==> config.mk <==
export PLATFORM = sky130hd
export DESIGN_NAME = udma_cfg_apb_bridge
export DESIGN_NICKNAME = d
export VERILOG_FILES = /design/src/rtl/udma_cfg_apb_bridge.sv
export SDC_FILE = /design/constraint.sdc
export NUM_CORES = 1
export LEC_CHECK = 0
export ABC_CLOCK_PERIOD_IN_PS = 3400
export BUFFER_PORTS_ARGS = -buffer_cell sky130_fd_sc_hd__buf_2
export CAP_MARGIN = 0
export CORE_ASPECT_RATIO = 0.6
export CORE_MARGIN = 4
export CORE_UTILIZATION = 47
export DETAILED_ROUTE_END_ITERATION = 6
export GPL_TIMING_DRIVEN = 0
export PLACE_DENSITY = 0.87
export SYNTH_ARGS = -nofsm -noshare
export SYNTH_HDL_FRONTEND = slang
export SYNTH_SLANG_ARGS = --single-unit
==> constraint.sdc <==
create_clock -name clk_i -period 3.4 [get_ports clk_i]
set_clock_uncertainty 0.1 [all_clocks]
set_input_delay 0.34 -clock clk_i [delete_from_list [all_inputs] [get_ports clk_i]]
set_output_delay 0.34 -clock clk_i [all_outputs]
set_load 0.03 [all_outputs]
==> src/rtl/udma_cfg_apb_bridge.sv <==
// APB slave to uDMA cfg-bus initiator.
// The APB address is split into a peripheral index (paddr[APB_AWIDTH-1:7]) and a
// 5-bit register address (paddr[6:2]). One registered cfg request is issued to the
// selected peripheral, and the captured read data (or an error) is returned on APB.
// An index at or above N_PERIPHS is answered with pslverr and no cfg request.
// Optional feature: define UDMA_CFG_TIMEOUT_EN to abort a request that receives no
// cfg_ready_i within TIMEOUT_CYCLES cycles. Without it, REQ waits indefinitely.
module udma_cfg_apb_bridge #(
   parameter int N_PERIPHS      = 4,
   parameter int APB_AWIDTH     = 12,
   parameter int TIMEOUT_CYCLES = 16
) (
   input  logic                    clk_i,
   input  logic                    rstn_i,
   input  logic [APB_AWIDTH-1:0]   apb_paddr_i,
   input  logic [31:0]             apb_pwdata_i,
   input  logic                    apb_pwrite_i,
   input  logic                    apb_psel_i,
   input  logic                    apb_penable_i,
   output logic [31:0]             apb_prdata_o,
   output logic                    apb_pready_o,
   output logic                    apb_pslverr_o,
   output logic [N_PERIPHS-1:0]    cfg_valid_o,
   output logic                    cfg_rwn_o,
   output logic [4:0]              cfg_addr_o,
   output logic [31:0]             cfg_data_o,
   input  logic [32*N_PERIPHS-1:0] cfg_data_i,
   input  logic [N_PERIPHS-1:0]    cfg_ready_i
);

   localparam int IDX_W = (N_PERIPHS > 1) ? $clog2(N_PERIPHS) : 1;
   // The whole upper address field is decoded so that out-of-range indices are caught.
   localparam int HI_W = APB_AWIDTH - 7;
   localparam logic [HI_W:0] N_LIM = (HI_W + 1)'(N_PERIPHS);

   typedef enum logic [1:0] {IDLE, REQ, RESP} state_e;

   state_e                 state_q, state_d;
   logic [IDX_W-1:0]       idx_q, idx_d;
   logic [N_PERIPHS-1:0]   cfg_valid_q, cfg_valid_d;
   logic                   cfg_rwn_q, cfg_rwn_d;
   logic [4:0]             cfg_addr_q, cfg_addr_d;
   logic [31:0]            cfg_data_q, cfg_data_d;
   logic [31:0]            prdata_q, prdata_d;
   logic                   pready_q, pready_d;
   logic                   pslverr_q, pslverr_d;

   logic [HI_W-1:0]        hi_idx;
   logic [IDX_W-1:0]       idx_new;
   logic                   idx_ok;
   logic                   ready_sel;
   logic [31:0]            rdata_sel;
   logic                   unused_addr;

   assign hi_idx      = apb_paddr_i[APB_AWIDTH-1:7];
   assign idx_new     = IDX_W'(hi_idx);
   assign idx_ok      = ({1'b0, hi_idx} < N_LIM);
   assign ready_sel   = cfg_ready_i[idx_q];
   assign rdata_sel   = cfg_data_i[32*idx_q +: 32];
   // Byte-lane bits carry no information for word-wide cfg registers.
   assign unused_addr = ^apb_paddr_i[1:0];

`ifdef UDMA_CFG_TIMEOUT_EN
   localparam logic [7:0] TMO_LAST = 8'(TIMEOUT_CYCLES - 1);
   logic [7:0] tmo_q, tmo_d;
`else
   localparam int unused_tmo = TIMEOUT_CYCLES;
`endif

   // Next-state and next-output logic for the IDLE/REQ/RESP sequencer.
   always_comb begin
      // NOTE: every _d gets a default first so no path through the case infers a latch.
      state_d     = state_q;
      idx_d       = idx_q;
      cfg_valid_d = cfg_valid_q;
      cfg_rwn_d   = cfg_rwn_q;
      cfg_addr_d  = cfg_addr_q;
      cfg_data_d  = cfg_data_q;
      prdata_d    = prdata_q;
      pready_d    = pready_q;
      pslverr_d   = pslverr_q;
`ifdef UDMA_CFG_TIMEOUT_EN
      tmo_d       = tmo_q;
`endif

      case (state_q)
         IDLE: begin
            pready_d  = 1'b0;
            pslverr_d = 1'b0;
            prdata_d  = '0;
            // Only the setup phase starts a transfer, so a held access phase never re-triggers.
            if (apb_psel_i && !apb_penable_i) begin
               idx_d      = idx_new;
               cfg_addr_d = apb_paddr_i[6:2];
               cfg_data_d = apb_pwdata_i;
               cfg_rwn_d  = ~apb_pwrite_i;
               if (idx_ok) begin
                  for (int k = 0; k < N_PERIPHS; k++) begin
                     cfg_valid_d[k] = (idx_new == IDX_W'(k));
                  end
`ifdef UDMA_CFG_TIMEOUT_EN
                  tmo_d = '0;
`endif
                  state_d = REQ;
               end else begin
                  pready_d  = 1'b1;
                  pslverr_d = 1'b1;
                  prdata_d  = '0;
                  state_d   = RESP;
               end
            end
         end

         REQ: begin
            // Ready is checked before the timeout so a same-cycle ready completes normally.
            if (ready_sel) begin
               cfg_valid_d = '0;
               pready_d    = 1'b1;
               pslverr_d   = 1'b0;
               prdata_d    = cfg_rwn_q ? rdata_sel : 32'h0;
               state_d     = RESP;
            end
`ifdef UDMA_CFG_TIMEOUT_EN
            else if (tmo_q == TMO_LAST) begin
               cfg_valid_d = '0;
               pready_d    = 1'b1;
               pslverr_d   = 1'b1;
               prdata_d    = '0;
               state_d     = RESP;
            end else begin
               tmo_d = tmo_q + 8'd1;
            end
`endif
         end

         RESP: begin
            pready_d  = 1'b0;
            pslverr_d = 1'b0;
            prdata_d  = '0;
            state_d   = IDLE;
         end

         default: begin
            cfg_valid_d = '0;
            pready_d    = 1'b0;
            pslverr_d   = 1'b0;
            prdata_d    = '0;
            state_d     = IDLE;
         end
      endcase
   end

   // State and output registers; reset drops any pending request at once.
   always_ff @(posedge clk_i or negedge rstn_i) begin
      if (!rstn_i) begin
         state_q     <= IDLE;
         idx_q       <= '0;
         cfg_valid_q <= '0;
         cfg_rwn_q   <= 1'b1;
         cfg_addr_q  <= '0;
         cfg_data_q  <= '0;
         prdata_q    <= '0;
         pready_q    <= 1'b0;
         pslverr_q   <= 1'b0;
`ifdef UDMA_CFG_TIMEOUT_EN
         tmo_q       <= '0;
`endif
      end else begin
         // NOTE: non-blocking assignments keep every flop updating from pre-edge values.
         state_q     <= state_d;
         idx_q       <= idx_d;
         cfg_valid_q <= cfg_valid_d;
         cfg_rwn_q   <= cfg_rwn_d;
         cfg_addr_q  <= cfg_addr_d;
         cfg_data_q  <= cfg_data_d;
         prdata_q    <= prdata_d;
         pready_q    <= pready_d;
         pslverr_q   <= pslverr_d;
`ifdef UDMA_CFG_TIMEOUT_EN
         tmo_q       <= tmo_d;
`endif
      end
   end

   assign apb_prdata_o  = prdata_q;
   assign apb_pready_o  = pready_q;
   assign apb_pslverr_o = pslverr_q;
   assign cfg_valid_o   = cfg_valid_q;
   assign cfg_rwn_o     = cfg_rwn_q;
   assign cfg_addr_o    = cfg_addr_q;
   assign cfg_data_o    = cfg_data_q;

endmodule

**Word level (Yosys, flattened, before mapping)**

Index checks and enable logic that the tools add are counted.

- Bits in registers: 80

- $lt $le $gt $ge: 2
- Equal/unequal tests: 8
- Shifts and indexed selects: 1
- Mux-type cells: 19
- Bitwise gates (word level): 2
- Reduce and logical (&&, ||, !) cells: 7

Operators with widths:

| cell | number |
|---|---|
| $shiftx 128x8->32 | 1 |
| $mux 32 | 3 |
| $mux 4 | 3 |
| $pmux 4 s3 | 1 |
| $eq 2x2->1 const B | 3 |
| $mux 2 | 3 |
| $ne 2x2->1 const B | 3 |
| $lt 5x3->1 const B | 1 |
| $mux 1 | 5 |
| $eq 2x1->1 const B | 2 |
| $logic_not 2->1 | 2 |
| $pmux 1 s2 | 2 |
| $pmux 2 s2 | 1 |
| $reduce_and 2->1 | 2 |
| $reduce_and 4->1 | 1 |
| $lt 2x3->1 const B | 1 |
| $bmux 1 s2 | 1 |
| $not 1->1 | 2 |
| $logic_and 1x1->1 | 1 |
| $logic_not 1->1 | 1 |

**Longest topological paths before layout**

- Word-level depth: 4
- Depth in mapped cells: 7
- Gate-level depth less buffers: 4

**Least setup slack after synthesis**

Ideal clock, no wire load.

- Path kind: register to register
- Start point: register state_q[1]
- End point: register cfg_valid_q[0] (netlist: cfg_valid_o[0])
- Arrival time: 1.532 ns
- Data required time: 3.175 ns
- Path slack: 1.643 ns
- Cell stages (with the launch flop): 6
- Path buffers: 1
- Cell sequence: dfrtp_1 nand2b_1 buf_6 a2111oi_4 a311oi_4 mux2_4

- Cells in the longest elaborated chain, start to end: 3

RTL lines:

| what | RTL line | RTL |
|---|---|---|
| from (decl) | 38 | `state_e state_q, state_d;` |
| from (signal assigned) | 170 | `state_q <= state_d;` |
| $eq 2x1->1 (tied with other cells) | 86 | `case (state_q)` |
| $ne 2x2->1 (no line) or $not 1->1 (tied branches) | - |  |
| $reduce_and 4->1 (no line) | - |  |
| to (signal assigned) | 172 | `cfg_valid_q <= cfg_valid_d;` |
| to (decl) | 40 | `logic [N_PERIPHS-1:0] cfg_valid_q, cfg_valid_d;` |

Parallel ways exist; a longest one is shown, timed or not.
A chain may end at the register's enable or synchronous reset.

**Worst setup path in the final report**

- Start point: register idx_q[0]
- End point: register prdata_q[12] (netlist: apb_prdata_o[12])

- Cells in the longest elaborated chain, start to end: 4

RTL lines:

| what | RTL line | RTL |
|---|---|---|
| from (decl) | 39 | `logic [IDX_W-1:0] idx_q, idx_d;` |
| from (signal assigned) | 171 | `idx_q <= idx_d;` |
| $shiftx 128x8->32 | 59 | `assign rdata_sel = cfg_data_i[32*idx_q +: 32];` |
| $mux 32 | 120 | `prdata_d = cfg_rwn_q ? rdata_sel : 32'h0;` |
| $mux 32 | 116 | `if (ready_sel) begin` |
| $mux 32 | - |  |
| to (signal assigned) | 176 | `prdata_q <= prdata_d;` |
| to (decl) | 44 | `logic [31:0] prdata_q, prdata_d;` |

Parallel ways exist; a longest one is shown, timed or not. The select of a mux whose other input is x is not followed.

==> impl_metrics.env <==
export IMPL_dp_hpwl_um=10350
export IMPL_grt_pass1_wl_um=19690
export IMPL_start_util_pct=48.18
export IMPL_worst_pin_slew_ns=0.5406
export IMPL_syn_area_per_cell_um2=11.97
export IMPL_cts_tree="yes"
export IMPL_criticalPathCategory="reg2reg"
export IMPL_clock_latency_ns=0.32
export IMPL_final_antenna_net_count=0
export IMPL_netlist_instances=343
export IMPL_drive_gt1_share_pct=48.46
export IMPL_peakVddDrop_mv=0.3564
export IMPL_via_count=3883
export IMPL_fillers=661
export IMPL_synth_cell_types=29
export IMPL_grt_start_max_net_pins=53
export IMPL_max_slew_margin_pct=63.96
export IMPL_required_ns=3.49
export IMPL_setup_viol=0
export IMPL_viasPerCell=5.341
export IMPL_post_cts_buffers=0
export IMPL_max_cap_violations=0
export IMPL_hold_viol=0
export IMPL_outcome="finished clean"
export IMPL_min_period_over_period_pct=56.72
export IMPL_clockRootBuffer="clkbuf_16"
export IMPL_crit_fanout=10
export IMPL_rsz0062_at_grt="no"
export IMPL_hp_class="in2reg"
export IMPL_synth_ff_type="dfrtp_1"
export IMPL_power_density_nw_per_um2=612.9
export IMPL_drc=0
export IMPL_synth_cell_area_um2=4106
export IMPL_r2r_start="idx_q[0]"
export IMPL_tns_ns=0
export IMPL_grt_use_total_pct=24.27
export IMPL_regArea_um2=2003
export IMPL_layout_common_cells="buf_2, dfrtp_1, mux2i_1"
export IMPL_ys_seq_elements=80
export IMPL_num_io_pins=257
export IMPL_clk_path_buf_depth=2
export IMPL_fp_dieW_um=128.7
export IMPL_end_kind="flop"
export IMPL_cp_slowest_cell="clkbuf_1"
export IMPL_drtIter0Drc=115
export IMPL_core_um2=8523
export IMPL_final_common_cell="buf_2"
export IMPL_gp_congestion=0.8375
export IMPL_crit_chain="buf_6 > mux4_2 > clkbuf_1 > o221ai_1 > o21ai_1 > nor2_1"
export IMPL_cts_buffers=9
export IMPL_routed_wl_um=12800
export IMPL_start_kind="flop"
export IMPL_hp_start="apb_pwrite_i"
export IMPL_fmax_mhz=518.6
export IMPL_synth_edf_count=0
export IMPL_rows=26
export IMPL_dieArea_um2=10350
export IMPL_grt_pass1_vias=4057
export IMPL_synth_nets=524
export IMPL_yosysWarnings=0
export IMPL_post_route_min_period_ns=1.928
export IMPL_r2r_cells=6
export IMPL_port_buffer_count=254
export IMPL_firstDrtPassIters=4
export IMPL_async_flop_share_pct=100.0
export IMPL_antenna_found_initial=0
export IMPL_arrival_ns=2.02
export IMPL_finalNetCount=791
export IMPL_grt_overflow_total=0
export IMPL_multi_input_area_um2=1941
export IMPL_slowest_delay_ns=0.43
export IMPL_cts_sinks=80
export IMPL_antennaDiodeCount=0
export IMPL_finalMaxSlewViolations=0
export IMPL_die_y_um=80.41
export IMPL_htreeDepth=3
export IMPL_crit_start="idx_q[0]"
export IMPL_seq_area_frac_synth_pct=48.78
export IMPL_power_leakage_nw=3.101
export IMPL_cts_clk_slew_worst_paths_ns=0.06
export IMPL_syn2layout_area_growth_pct=43.39
export IMPL_holdPathStages=2
export IMPL_wl_per_cell_um=17.61
export IMPL_final_util_pct=69.08
logic make-up (layout without fill, tap and decap cells):
family          count (synthesis)  after routing  synth area share [%]
simple gates                   53             53                 6.033
flops                          80             80                 48.78
compound gates                 71             71                 12.68
buf+inv                        30            302                 3.961
mux                           109            109                 28.55
layer usage:
layer  up-vias  track usage, %  routed length [um]
li1       1818               -                   -
met1      1874           28.72                4981
met2       181           42.82                6523
met3        10           7.708                1181
met4         0           6.499                 114
met5         -               0                   0
layout make-up:
cell class / instances / share of cell area, %
flip-flops and latches: 80 / 34.02
multi-input cells: 233 / 32.96
clock buffers: 10 / 4.059
inverters: 1 / 0.06375
well taps: 112 / 2.380
plain buffers: 29 / 2.699
clock inverters: 6 / 1.551
repair buffers: 256 / 22.27
power breakdown:
group	switching (mW)	internal, mW
registers	0.0810	1.10
logic	0.841	0.541
clock network	0.384	0.665
synth_stat cells (all sizes together) (2+ instances only):
library cell / instances / area share (%)
a21oi: 2 / 0.24
buf: 19 / 3.0
clkbuf: 10 / 0.91
dfrtp: 79 / 48
mux2: 43 / 12
mux2i: 65 / 16
nand2: 7 / 0.64
nand2b: 3 / 0.46
nor2: 35 / 3.2
nor4b: 2 / 0.79
o21ai: 34 / 4.1
o221ai: 32 / 6.8
stage by stage:
step	hold WS (ns)	power [mW]	cell area, um2	worst slack (ns)	cells
global route	0.03344	3.787	5888	1.329	727
CTS	0.03622	3.634	5888	1.473	727
finish	0.04507	3.609	5888	1.472	727
floorplan	-0.05559	2.121	4106	1.643	343
detailed placement	0.1996	2.577	5548	1.476	710
global placement	0.3626	2.520	5518	1.387	709
sequential cells by signal, summed over array words and instances (netlist names):
register / flops
cfg_addr_o: 5
cfg_rwn_o: 1
idx_q: 2
apb_pslverr_o: 1
state_q: 2
cfg_data_o: 32
cfg_valid_o: 4
apb_prdata_o: 32
apb_pready_o: 1
path summary, 6_finish.rpt:
kind | to | slack, ns
worst max-delay path | apb_prdata_o[12] | 1.47
worst min-delay path | cfg_rwn_o | 0.05
worst max register to register | apb_prdata_o[12] | 1.47
worst min register to register | cfg_data_o[3] | 0.38
max in group asynchronous | cfg_rwn_o | 2.15
min in group asynchronous | cfg_addr_o[0] | 0.43
repair_timing:
action,CTS,global route
endpoints found under the hold margin,28,0
hold buffers,1,0
resized for setup,0,0
worst max-delay path: cells and delay by family (launching register included):
family / cells / cell delay (ns)
compound gates: 2 / 0.35
buf+inv: 2 / 0.57
flops: 1 / 0.38
mux: 1 / 0.35
simple gates: 1 / 0.06
Power figures use the tool's default switching activity.
